[src/rtl/adder_rr_sched.sv]
// adder_rr_sched: round-robin sharing of one 32-bit carry-look-ahead adder among NREQ requesters
// Ports: clk/rst (sync, active-high); req_valid/req_ready, req_a/req_b (32 bits per requester),
//        req_cin, req_chain per requester; resp_valid/resp_ready with resp_id, resp_sum,
//        resp_cout, resp_ovf from a single-entry registered output stage.
// Optional feature: define ADDER_RR_SCHED_CHAIN_EN for per-requester stored carries (req_chain).

module adder (
    input  logic [31:0] i_a,
    input  logic [31:0] i_b,
    input  logic        i_cin,
    output logic [31:0] o_sum,
    output logic        o_cout
);
    logic [31:0] w_g, w_p;
    assign w_g = i_a & i_b;
    assign w_p = i_a ^ i_b;
    // 4-bit look-ahead groups; the group carry feeds the next group
    always_comb begin
        logic       c;
        logic [3:0] gg, pp, cc;
        c = i_cin;
        gg = '0;
        pp = '0;
        cc = '0;
        o_sum = '0;
        for (int j = 0; j < 8; j++) begin
            gg = w_g[4*j +: 4];
            pp = w_p[4*j +: 4];
            cc[0] = c;
            cc[1] = gg[0] | (pp[0] & c);
            cc[2] = gg[1] | (pp[1] & gg[0]) | (pp[1] & pp[0] & c);
            cc[3] = gg[2] | (pp[2] & gg[1]) | (pp[2] & pp[1] & gg[0]) | (pp[2] & pp[1] & pp[0] & c);
            c = gg[3] | (pp[3] & gg[2]) | (pp[3] & pp[2] & gg[1]) | (pp[3] & pp[2] & pp[1] & gg[0]) | ((&pp) & c);
            o_sum[4*j +: 4] = pp ^ cc;
        end
        o_cout = c;
    end
endmodule

module adder_rr_sched #(
    parameter int NREQ = 4,
    parameter int IDW  = 2
) (
    input  logic              clk,
    input  logic              rst,
    input  logic [NREQ-1:0]   req_valid,
    output logic [NREQ-1:0]   req_ready,
    input  logic [32*NREQ-1:0] req_a,
    input  logic [32*NREQ-1:0] req_b,
    input  logic [NREQ-1:0]   req_cin,
    input  logic [NREQ-1:0]   req_chain,
    output logic              resp_valid,
    input  logic              resp_ready,
    output logic [IDW-1:0]    resp_id,
    output logic [31:0]       resp_sum,
    output logic              resp_cout,
    output logic              resp_ovf
);
    typedef enum logic {EMPTY, FULL} state_t;
    state_t          r_state, w_state_nxt;
    logic [IDW-1:0]  r_ptr, r_id, w_gnt, w_idx;
    logic [31:0]     r_sum, w_a, w_b, w_sum;
    logic            r_cout, r_ovf, w_found, w_can_issue, w_acc, w_cin, w_cout, w_ovf;

    assign w_can_issue = !rst & ((r_state == EMPTY) | resp_ready);
    assign w_acc       = w_found & w_can_issue;

    // lowest offset from the pointer wins, so scan offsets downwards and let later hits override
    always_comb begin
        w_found = 1'b0;
        w_gnt = '0;
        w_idx = '0;
        for (int k = NREQ - 1; k >= 0; k--) begin
            w_idx = (int'(r_ptr) + k >= NREQ) ? IDW'(int'(r_ptr) + k - NREQ) : IDW'(int'(r_ptr) + k);
            if (req_valid[w_idx]) begin
                w_found = 1'b1;
                w_gnt = w_idx;
            end
        end
    end

    assign req_ready = w_acc ? ({{(NREQ-1){1'b0}}, 1'b1} << w_gnt) : '0;
    assign w_a = req_a[32*w_gnt +: 32];
    assign w_b = req_b[32*w_gnt +: 32];

`ifdef ADDER_RR_SCHED_CHAIN_EN
    logic [NREQ-1:0] r_carry;
    assign w_cin = req_chain[w_gnt] ? r_carry[w_gnt] : req_cin[w_gnt];
    always_ff @(posedge clk) begin
        if (rst) r_carry <= '0;
        else if (w_acc) r_carry[w_gnt] <= w_cout;
    end
`else
    logic w_unused_chain;
    assign w_unused_chain = ^req_chain;
    assign w_cin = req_cin[w_gnt];
`endif

    adder u_adder (.i_a(w_a), .i_b(w_b), .i_cin(w_cin), .o_sum(w_sum), .o_cout(w_cout));

    assign w_ovf = (w_a[31] == w_b[31]) & (w_sum[31] != w_a[31]);

    always_comb begin
        w_state_nxt = w_acc ? FULL : (resp_ready ? EMPTY : r_state);
    end

    always_ff @(posedge clk) begin
        if (rst) begin
            r_state <= EMPTY;
            r_ptr <= '0;
            r_id <= '0;
            r_sum <= '0;
            r_cout <= 1'b0;
            r_ovf <= 1'b0;
        end else begin
            r_state <= w_state_nxt;
            if (w_acc) begin
                r_ptr <= (w_gnt == IDW'(NREQ - 1)) ? '0 : w_gnt + 1'b1;
                r_id <= w_gnt;
                r_sum <= w_sum;
                r_cout <= w_cout;
                r_ovf <= w_ovf;
            end
        end
    end

    assign resp_valid = (r_state == FULL);
    assign resp_id    = r_id;
    assign resp_sum   = r_sum;
    assign resp_cout  = r_cout;
    assign resp_ovf   = r_ovf;
endmodule

[config.mk]
export PLATFORM = sky130hd
export DESIGN_NAME = adder_rr_sched
export DESIGN_NICKNAME = d
export VERILOG_FILES = /design/src/rtl/adder_rr_sched.sv
export SDC_FILE = /design/constraint.sdc
export NUM_CORES = 1
export LEC_CHECK = 0
export ABC_CLOCK_PERIOD_IN_PS = 5500
export BUFFER_PORTS_ARGS = -buffer_cell sky130_fd_sc_hd__buf_2
export CORE_AREA = 2 2 120 122
export DETAILED_ROUTE_END_ITERATION = 7
export DIE_AREA = 0 0 122 124
export GPL_TIMING_DRIVEN = 0
export HOLD_SLACK_MARGIN = 0.08
export PLACE_DENSITY = 0.72
export SLEW_MARGIN = 20
export SYNTH_ARGS = -nofsm -noshare
export SYNTH_HDL_FRONTEND = slang
export SYNTH_SLANG_ARGS = --single-unit
[constraint.sdc]
create_clock -name clk -period 5.5 [get_ports clk]
set_input_delay 0.825 -clock clk [delete_from_list [all_inputs] [get_ports clk]]
set_output_delay 0.825 -clock clk [all_outputs]
set_load 0.05 [all_outputs]
==> flow_metrics.py, run 1 <==
metrics = {
    "finish": {
        "drive_gt1_share_pct": 41.4,
        "final_nets": 1284,
        "ff_latch_area_um2": 781,
        "fillers": 1388,
        "stdcell_count": 1153,
        "final_cell_area_um2": 7150,
        "final_util_pct": 52.1,
        "area_growth_pct": 39.1,
        "multi_input_area_um2": 4090,
    },
    "drt": {
        "postRouteAntennaNets": 0,
        "wire_per_inst_um": 16.8,
        "drtIter0Drc": 310,
        "first_pass_iters": 5,
        "routed_wl_um": 19400,
        "route.detailed.drc": 0,
        "vias": 5780,
        "vias_per_cell": 5.01,
    },
    "timing": {
        "relSlewSlack_pct": 46.8,
        "setup_violations": 0,
        "finClkSkew_ns": 0.00839,
        "period_share_pct": 93.0,
        "period_needed_ns": 5.11,
        "tightest_slew_ns": 0.794,
        "finalHoldViolCount": 0,
        "rsz0062_at_grt": "false",
        "slew_violations": 0,
        "max_freq_mhz": 196,
    },
    "clocking": {
        "cts_made_buffers": 5,
        "clk_path_buf_depth": 2,
        "clock_latency_ns": 0.28,
        "numClockSinks": 39,
        "cts-root-buf": "clkbuf_16",
        "cts_tree": "done",
        "htree_levels": 2,
        "clk_pin_slew_worst_paths_ns": 0.06,
    },
    "worst_setup_path": {
        "path_class": "in2reg",
        "r2r-start": "r_ptr[1]$_SDFFE_PP0P_",
        "worstPathMaxFanout": 10,
        "startpoint_type": "primary input",
        "regToRegSetupSlack_ns": 0.62,
        "cp.arrival_ns": 5.31,
        "cp-end-kind": "register",
        "r2r.worst_path.cells": 20,
        "slowest_delay_ns": 0.46,
        "cp.required_ns": 5.70,
        "cpMaxStageDelayCell": "buf_1",
        "r2r-end": "resp_ovf$_SDFFE_PP0P_",
        "path_cells": "buf_2 -> nor2b_1 -> nor2b_1 -> or3_1 -> buf_2 -> clkinv_2 -> clkbuf_2 -> buf_1 -> nor2_1 -> a21oi_1 -> ha_1 -> a21o_1 -> a21o_1 -> a21oi_1 -> o32ai_1 -> a32oi_1 -> o211ai_2 -> a41oi_2 -> o21bai_4 -> xnor2_1 -> o31ai_2",
    },
    "die": {
        "die_h_um": 124,
        "initial_core_util_pct": 37.4,
        "num_io_pins": 312,
        "die_width_um": 122,
        "core_um2": 13700,
        "die_area_um2": 15100,
        "rows": 43,
    },
    "placement": {
        "gp_congestion": 0.885,
        "place_area_um2": 6900,
        "portBuffers": 307,
        "post-dp-hpwl_um": 16300,
        "place_inst": 1141,
    },
    "synth": {
        "synth_fp_nets": 969,
        "synth_seq_area_share_pct": 15.2,
        "synth_seq_cells": 39,
        "synthCells": 654,
        "synth_top_flop_cell": "dfxtp_1",
        "netlist_area_um2": 5140,
        "synth_edf_count": 0,
        "async_flop_share_pct": 0,
        "synth_area_per_cell_um2": 7.85,
        "yosysWarnings": 0,
        "ys_types": 55,
    },
    "grt": {
        "grt_max_degree": 14,
        "grt_pass1_wl_um": 28900,
        "grt_overflow": 0,
        "grt_usage_pct": 24.8,
        "grt_pass1_vias": 5619,
        "antenna_found_initial": 3,
    },
    "worst_hold_path": {
        "whs_path_depth": 2,
        "hold_class": "reg2reg",
        "min_to": "resp_id[0]$_SDFFE_PP0P_",
        "hold_start": "resp_id[0]$_SDFFE_PP0P_",
    },
    "flow_run": {
        "max_cap_viol_count": 0,
    },
    "power": {
        "p_total_mw": 2.98,
        "power_density_nw_per_um2": 417,
        "max-vdd-ir-drop_v": 0.000136,
        "leakage_nw": 3.64,
    },
    "status": {
        "status": "finished, final reports clean",
    },
}
registers in the layout, summed over array words and instances, names as in the netlist:
name	count
resp_cout	1
resp_id	2
resp_sum	32
resp_ovf	1
resp_valid	1
r_ptr	2
report_power, final:
part | leakage (nW) | total (mW) | switching [mW] | internal [mW]
Combinational | 3.23 | 2.20 | 1.37 | 0.832
Clock | 0.0838 | 0.339 | 0.125 | 0.214
Sequential | 0.324 | 0.437 | 0.0518 | 0.385
worst max path at each step:
| stage | startpoint | end | slack [ns] | cells past startpoint |
|---|---|---|---|---|
| 6_report | req_valid[2] | resp_ovf$_SDFFE_PP0P_ | 0.39 | 21 |
| 5_1_grt | req_valid[2] | resp_sum[21]$_SDFFE_PP0P_ | 0.002 | 21 |
| 4_1_cts | req_valid[2] | resp_sum[21]$_SDFFE_PP0P_ | 0.04 | 21 |
| 3_5_place_dp | req_valid[2] | resp_ovf$_SDFFE_PP0P_ | -0.69 | 21 |
| 3_3_place_gp | req_valid[2] | resp_ovf$_SDFFE_PP0P_ | -0.63 | 21 |
| 2_1_floorplan | req_valid[2] | resp_sum[21]$_SDFFE_PP0P_ | 0.51 | 21 |
Yosys cell counts, types with 2 or more instances:
cell type / n / area (µm²)
mux2i_1: 83 / 831
a21oi_1: 67 / 335
nor2_1: 66 / 248
nand2_1: 56 / 210
mux2_2: 48 / 541
dfxtp_1: 39 / 781
ha_1: 36 / 450
inv_1: 32 / 120
o21ai_0: 32 / 160
nand3b_1: 30 / 225
clkbuf_1: 22 / 82.6
and2_1: 13 / 81.3
buf_1: 13 / 48.8
xor2_1: 12 / 105
a211oi_1: 9 / 67.6
fa_1: 8 / 160
nand3_1: 7 / 35.0
xnor2_1: 7 / 61.3
buf_2: 6 / 30.0
nor2b_1: 6 / 37.5
a21o_1: 5 / 37.5
nor3_1: 5 / 25.0
o21a_1: 4 / 30.0
or3_1: 4 / 25.0
and3_1: 3 / 18.8
and4_1: 3 / 26.3
nand4_1: 3 / 18.8
a21boi_0: 2 / 15.0
a221o_1: 2 / 20.0
a221oi_1: 2 / 17.5
o211ai_2: 2 / 25.0
o21bai_1: 2 / 15.0
o311ai_0: 2 / 17.5
o31ai_2: 2 / 25.0
worst max-delay path, delay by kind of cell:
kind | cells | cell delay, ns
AO/OA/AOI/OAI | 10 | 2.10
XOR/XNOR | 1 | 0.14
adder cells (fa/ha/maj) | 1 | 0.30
buffers and inverters | 5 | 1.19
AND/OR/NAND/NOR | 4 | 0.73
placed cells by master, fill, tap and decap left out, types with 3 or more instances in the layout:
cell type  instances
a211oi_1           9
a21o_1             5
a21oi_1           67
and2_1            13
and3_1             3
and4_1             3
buf_1              5
buf_2            311
clkbuf_1          14
clkbuf_16          5
clkbuf_2          10
clkbuf_4           5
dfxtp_1           39
diode_2            3
fa_1               8
ha_1              36
inv_1             32
mux2_2            48
mux2i_1           83
nand2_1           56
nand3_1            7
nand3b_1          30
nand4_1            3
nor2_1            65
nor2b_1            6
nor3_1             4
o21a_1             4
o21ai_0           32
or3_1              3
xnor2_1            7
xor2_1            12
layer usage:
metal | part of all wire (%) | vias to the layer above | routed length (µm) | GRT usage [%]
met5 | 0 | - | 0 | 0
met4 | 1.9 | 0 | 362 | 6.68
met3 | 5.3 | 18 | 1020 | 2.88
met2 | 47 | 202 | 9080 | 42.3
met1 | 46 | 2599 | 8950 | 33.3
li1 | - | 2961 | - | -
cell families after synthesis:
kind of cell	synth area share [%]
AOI/OAI and AO/OA	17.9
xor gates and xnor gates	3.24
adders and majority gates	11.9
buffers and inverters	5.58
DFF	15.2
muxes	26.7
and+or+nand+nor	19.5
per-stage QoR:
| step | setup WS, ns | setup TNS [ns] | hold WS [ns] |
|---|---|---|---|
| floorplan | 0.514 | 0 | 0.505 |
| global placement | -0.627 | -10.55 | 0.444 |
| finish | 0.386 | 0 | 0.464 |
| detailed placement | -0.687 | -10.69 | 0.455 |
| global route | 0.00161 | 0 | 0.488 |
| CTS | 0.0433 | 0 | 0.464 |
area by class of cell:
cell class	count	share of cell area, %
Buffer	41	2.91
Clock inverter	3	0.613
Multi-Input combinational cell	541	57.2
Clock buffer	5	1.75
Timing Repair Buffer	308	21.6
Sequential cell	39	10.9
Antenna cell	3	0.105
Tap cell	180	3.15
Inverter	33	1.75
repair_timing:
item / in CTS / in global routing
buffers inserted: 0 / 1
pin swaps: 0 / 1
gates resized for setup: 10 / 35
setup endpoints to repair: 19 / 23
hold buffers: 0 / 0
No activity file was read; power rests on OpenSTA's default activity.
==> run 2: changes to the inputs <==
ABC_AREA = 1   (was unset)
CORE_AREA = 2 2 122 124   (was 2 2 120 122)
DIE_AREA = 0 0 124 126   (was 0 0 122 124)
PLACE_DENSITY = 0.68   (was 0.72)
==> flow_metrics.py, run 2 <==
metrics = {
    "status": {
        "status": "finished, final reports clean",
    },
    "synth": {
        "synth-simple-area-share_pct": 30.2,
        "yosysWarnings": 0,
        "synth_top_area_cell": "dfxtp_1",
        "synth_area_per_cell_um2": 5.89,
        "synthTopCellsByArea": "dfxtp_1 (16%), nor2_1 (13%), o21ai_0 (12%)",
        "synth_seq_area_share_pct": 16.1,
        "synth_seq_cells": 39,
        "synth_top_flop_cell": "dfxtp_1",
        "synth_top_area_share_pct": 16.1,
        "async_flop_share_pct": 0,
        "synthCells": 825,
        "ys_types": 34,
        "yosys-top-cells-count": "nor2_1 (167), nand2_1 (131), o21ai_0 (112)",
        "synth_fp_nets": 1140,
        "yosysMostFrequentCell": "nor2_1",
        "synth_fa_ha_area_share_pct": 12.6,
        "synth.area.mux_share_pct": 0,
        "synth_edf_count": 0,
        "synth_xor_area_share_pct": 2.50,
        "netlist_area_um2": 4860,
        "synth_compound_area_share_pct": 27.3,
        "synth_top_family_by_area": "simple AND/OR/NAND/NOR gates",
    },
    "finish": {
        "drive_gt1_share_pct": 32.1,
        "ff_latch_area_um2": 781,
        "most-common-layout-cells": "buf_2 (310), nor2_1 (167), nand2_1 (131)",
        "area_growth_pct": 41.0,
        "largest_register_ffs": 32,
        "fillers": 1646,
        "final_nets": 1454,
        "stdcell_count": 1328,
        "final_common_cell": "buf_2",
        "multi_input_area_um2": 3540,
    },
    "timing": {
        "setup_violations": 0,
        "max_freq_mhz": 192,
        "slew_violations": 0,
        "period_share_pct": 94.9,
        "tightest_slew_ns": 0.800,
        "period_needed_ns": 5.22,
        "setup_ws_ns": 0.281,
        "finalHoldViolCount": 0,
        "relSlewSlack_pct": 46.7,
        "finClkSkew_ns": 0.00489,
    },
    "clocking": {
        "cts-root-buf": "clkbuf_16",
        "cts_tree": "done",
        "clk_pin_slew_worst_paths_ns": 0.06,
        "clock_latency_ns": 0.28,
        "htree_levels": 2,
        "hold_buffers": 0,
        "clk_path_buf_depth": 2,
        "numClockSinks": 39,
        "cts_made_buffers": 5,
    },
    "grt": {
        "grt_pass1_vias": 6327,
        "grt_pass1_wl_um": 33900,
        "antenna_found_initial": 3,
        "grt_overflow": 0,
        "grt_max_degree": 20,
        "grt_usage_pct": 28.5,
    },
    "drt": {
        "vias_per_cell": 5.14,
        "routed_wl_um": 23100,
        "postRouteAntennaNets": 0,
        "first_pass_iters": 5,
        "drtIter0Drc": 441,
        "route.detailed.drc": 0,
        "wire_per_inst_um": 17.4,
        "vias": 6829,
    },
    "worst_setup_path": {
        "cp.arrival_ns": 5.43,
        "path_class": "in2reg",
        "worstPathMaxFanout": 19,
        "cpMaxStageDelayCell": "a2111oi_0",
        "startpoint_type": "primary input",
        "critical-path-top-delay-family": "simple AND/OR/NAND/NOR gates",
        "slowest_delay_ns": 0.42,
        "crit_top_cell": "nand2_1",
        "cp-end-kind": "register",
        "critPathBufInv": 5,
        "cp.required_ns": 5.71,
    },
    "die": {
        "die_area_um2": 15600,
        "die_width_um": 124,
        "num_io_pins": 312,
        "core_um2": 14300,
        "die_h_um": 126,
        "initial_core_util_pct": 33.9,
        "rows": 44,
    },
    "placement": {
        "portBuffers": 307,
        "post-dp-hpwl_um": 18900,
        "place_inst": 1316,
        "gp_congestion": 0.950,
        "detailedPlace.worstSlack_ns": -1.00,
    },
    "worst_hold_path": {
        "hold_class": "reg2reg",
    },
    "flow_run": {
        "max_cap_viol_count": 0,
    },
}
## run 2: cell types whose count changed in the layout (fill, tap and decap cells not counted), moves of 16 or more
cell      previous run  this run
nor2_1              65       167
mux2i_1             83         0
o21ai_0             32       112
nand2_1             56       131
inv_1               32        85
mux2_2              48         0
a21oi_1             67        34
nand3b_1            30         0
o22ai_1              0        30
nand3_1              7        34
clkbuf_1            14        33
or2_2                0        17
a32oi_1              1        17
## run 2: cell type report
type | count | area share, %
plain buffers | 51 | 3.32
flip-flops and latches | 39 | 11.4
clock inverters | 3 | 0.639
diodes | 4 | 0.146
repair inverters | 1 | 0.0731
multi-input cells | 643 | 51.6
clock buffers | 5 | 1.83
repair buffers | 309 | 22.6
inverters | 89 | 4.97
well taps | 184 | 3.36
## run 2: metrics by stage
| step | hold WS [ns] | utilization (%) | TNS [ns] | instance area (µm²) |
|---|---|---|---|---|
| 2_1_floorplan | 0.528 | - | 0 | 4860 |
| 3_3_place_gp | 0.459 | 46.3 | -15.38 | 6620 |
| 3_5_place_dp | 0.459 | 46.3 | -17.38 | 6620 |
| 4_1_cts | 0.468 | 47.5 | 0 | 6800 |
| 5_1_grt | 0.491 | 47.8 | -0.0320 | 6840 |
| 6_report | 0.469 | 47.9 | 0 | 6850 |
## run 2: worst reg2reg max path: cells and delay by family, from the launching register on
| family | cells | cell delay [ns] |
|---|---|---|
| simple gates | 20 | 2.00 |
| compound gates | 4 | 1.01 |
| buf+inv | 4 | 0.96 |
| fa+ha+maj | 2 | 0.73 |
| flops | 1 | 0.30 |
## run 2: logic make-up after synthesis
| logic type | after synthesis |
|---|---|
| fa+ha+maj | 44 |
| buf+inv | 143 |
| compound gates | 226 |
| simple gates | 360 |
| xor+xnor | 13 |
| flops | 39 |
## run 2: per-layer routing
metal  part of all wire [%]  track usage (%)  up-vias
met1                     41             36.8     3093
met2                     48             48.5      303
met3                    8.0             4.57       40
met5                      0                0        -
li1                       -                -     3393
met4                    2.8             8.53        0
## run 2: worst paths after layout
| path | startpoint | endpoint | slack, ns | cells after the start |
|---|---|---|---|---|
| hold reg to reg | resp_id[0]$_SDFFE_PP0P_ | resp_id[0]$_SDFFE_PP0P_ | 0.47 | 2 |
| setup / recovery | req_valid[3] | resp_sum[28]$_SDFFE_PP0P_ | 0.28 | 31 |
| setup reg to reg | r_ptr[0]$_SDFFE_PP0P_ | resp_sum[28]$_SDFFE_PP0P_ | 0.49 | 30 |
| hold / removal | resp_id[0]$_SDFFE_PP0P_ | resp_id[0]$_SDFFE_PP0P_ | 0.47 | 2 |
## run 2: repair_timing
item,4_1_cts,5_1_grt
endpoints found under the setup margin,26,15
resized for setup,12,18
cloned,0,1
buffers inserted,0,2
Power of run 2 is left out: the tool's default activity adds up to more than one toggle a clock period on the data nets, which glitch-free logic cannot reach.
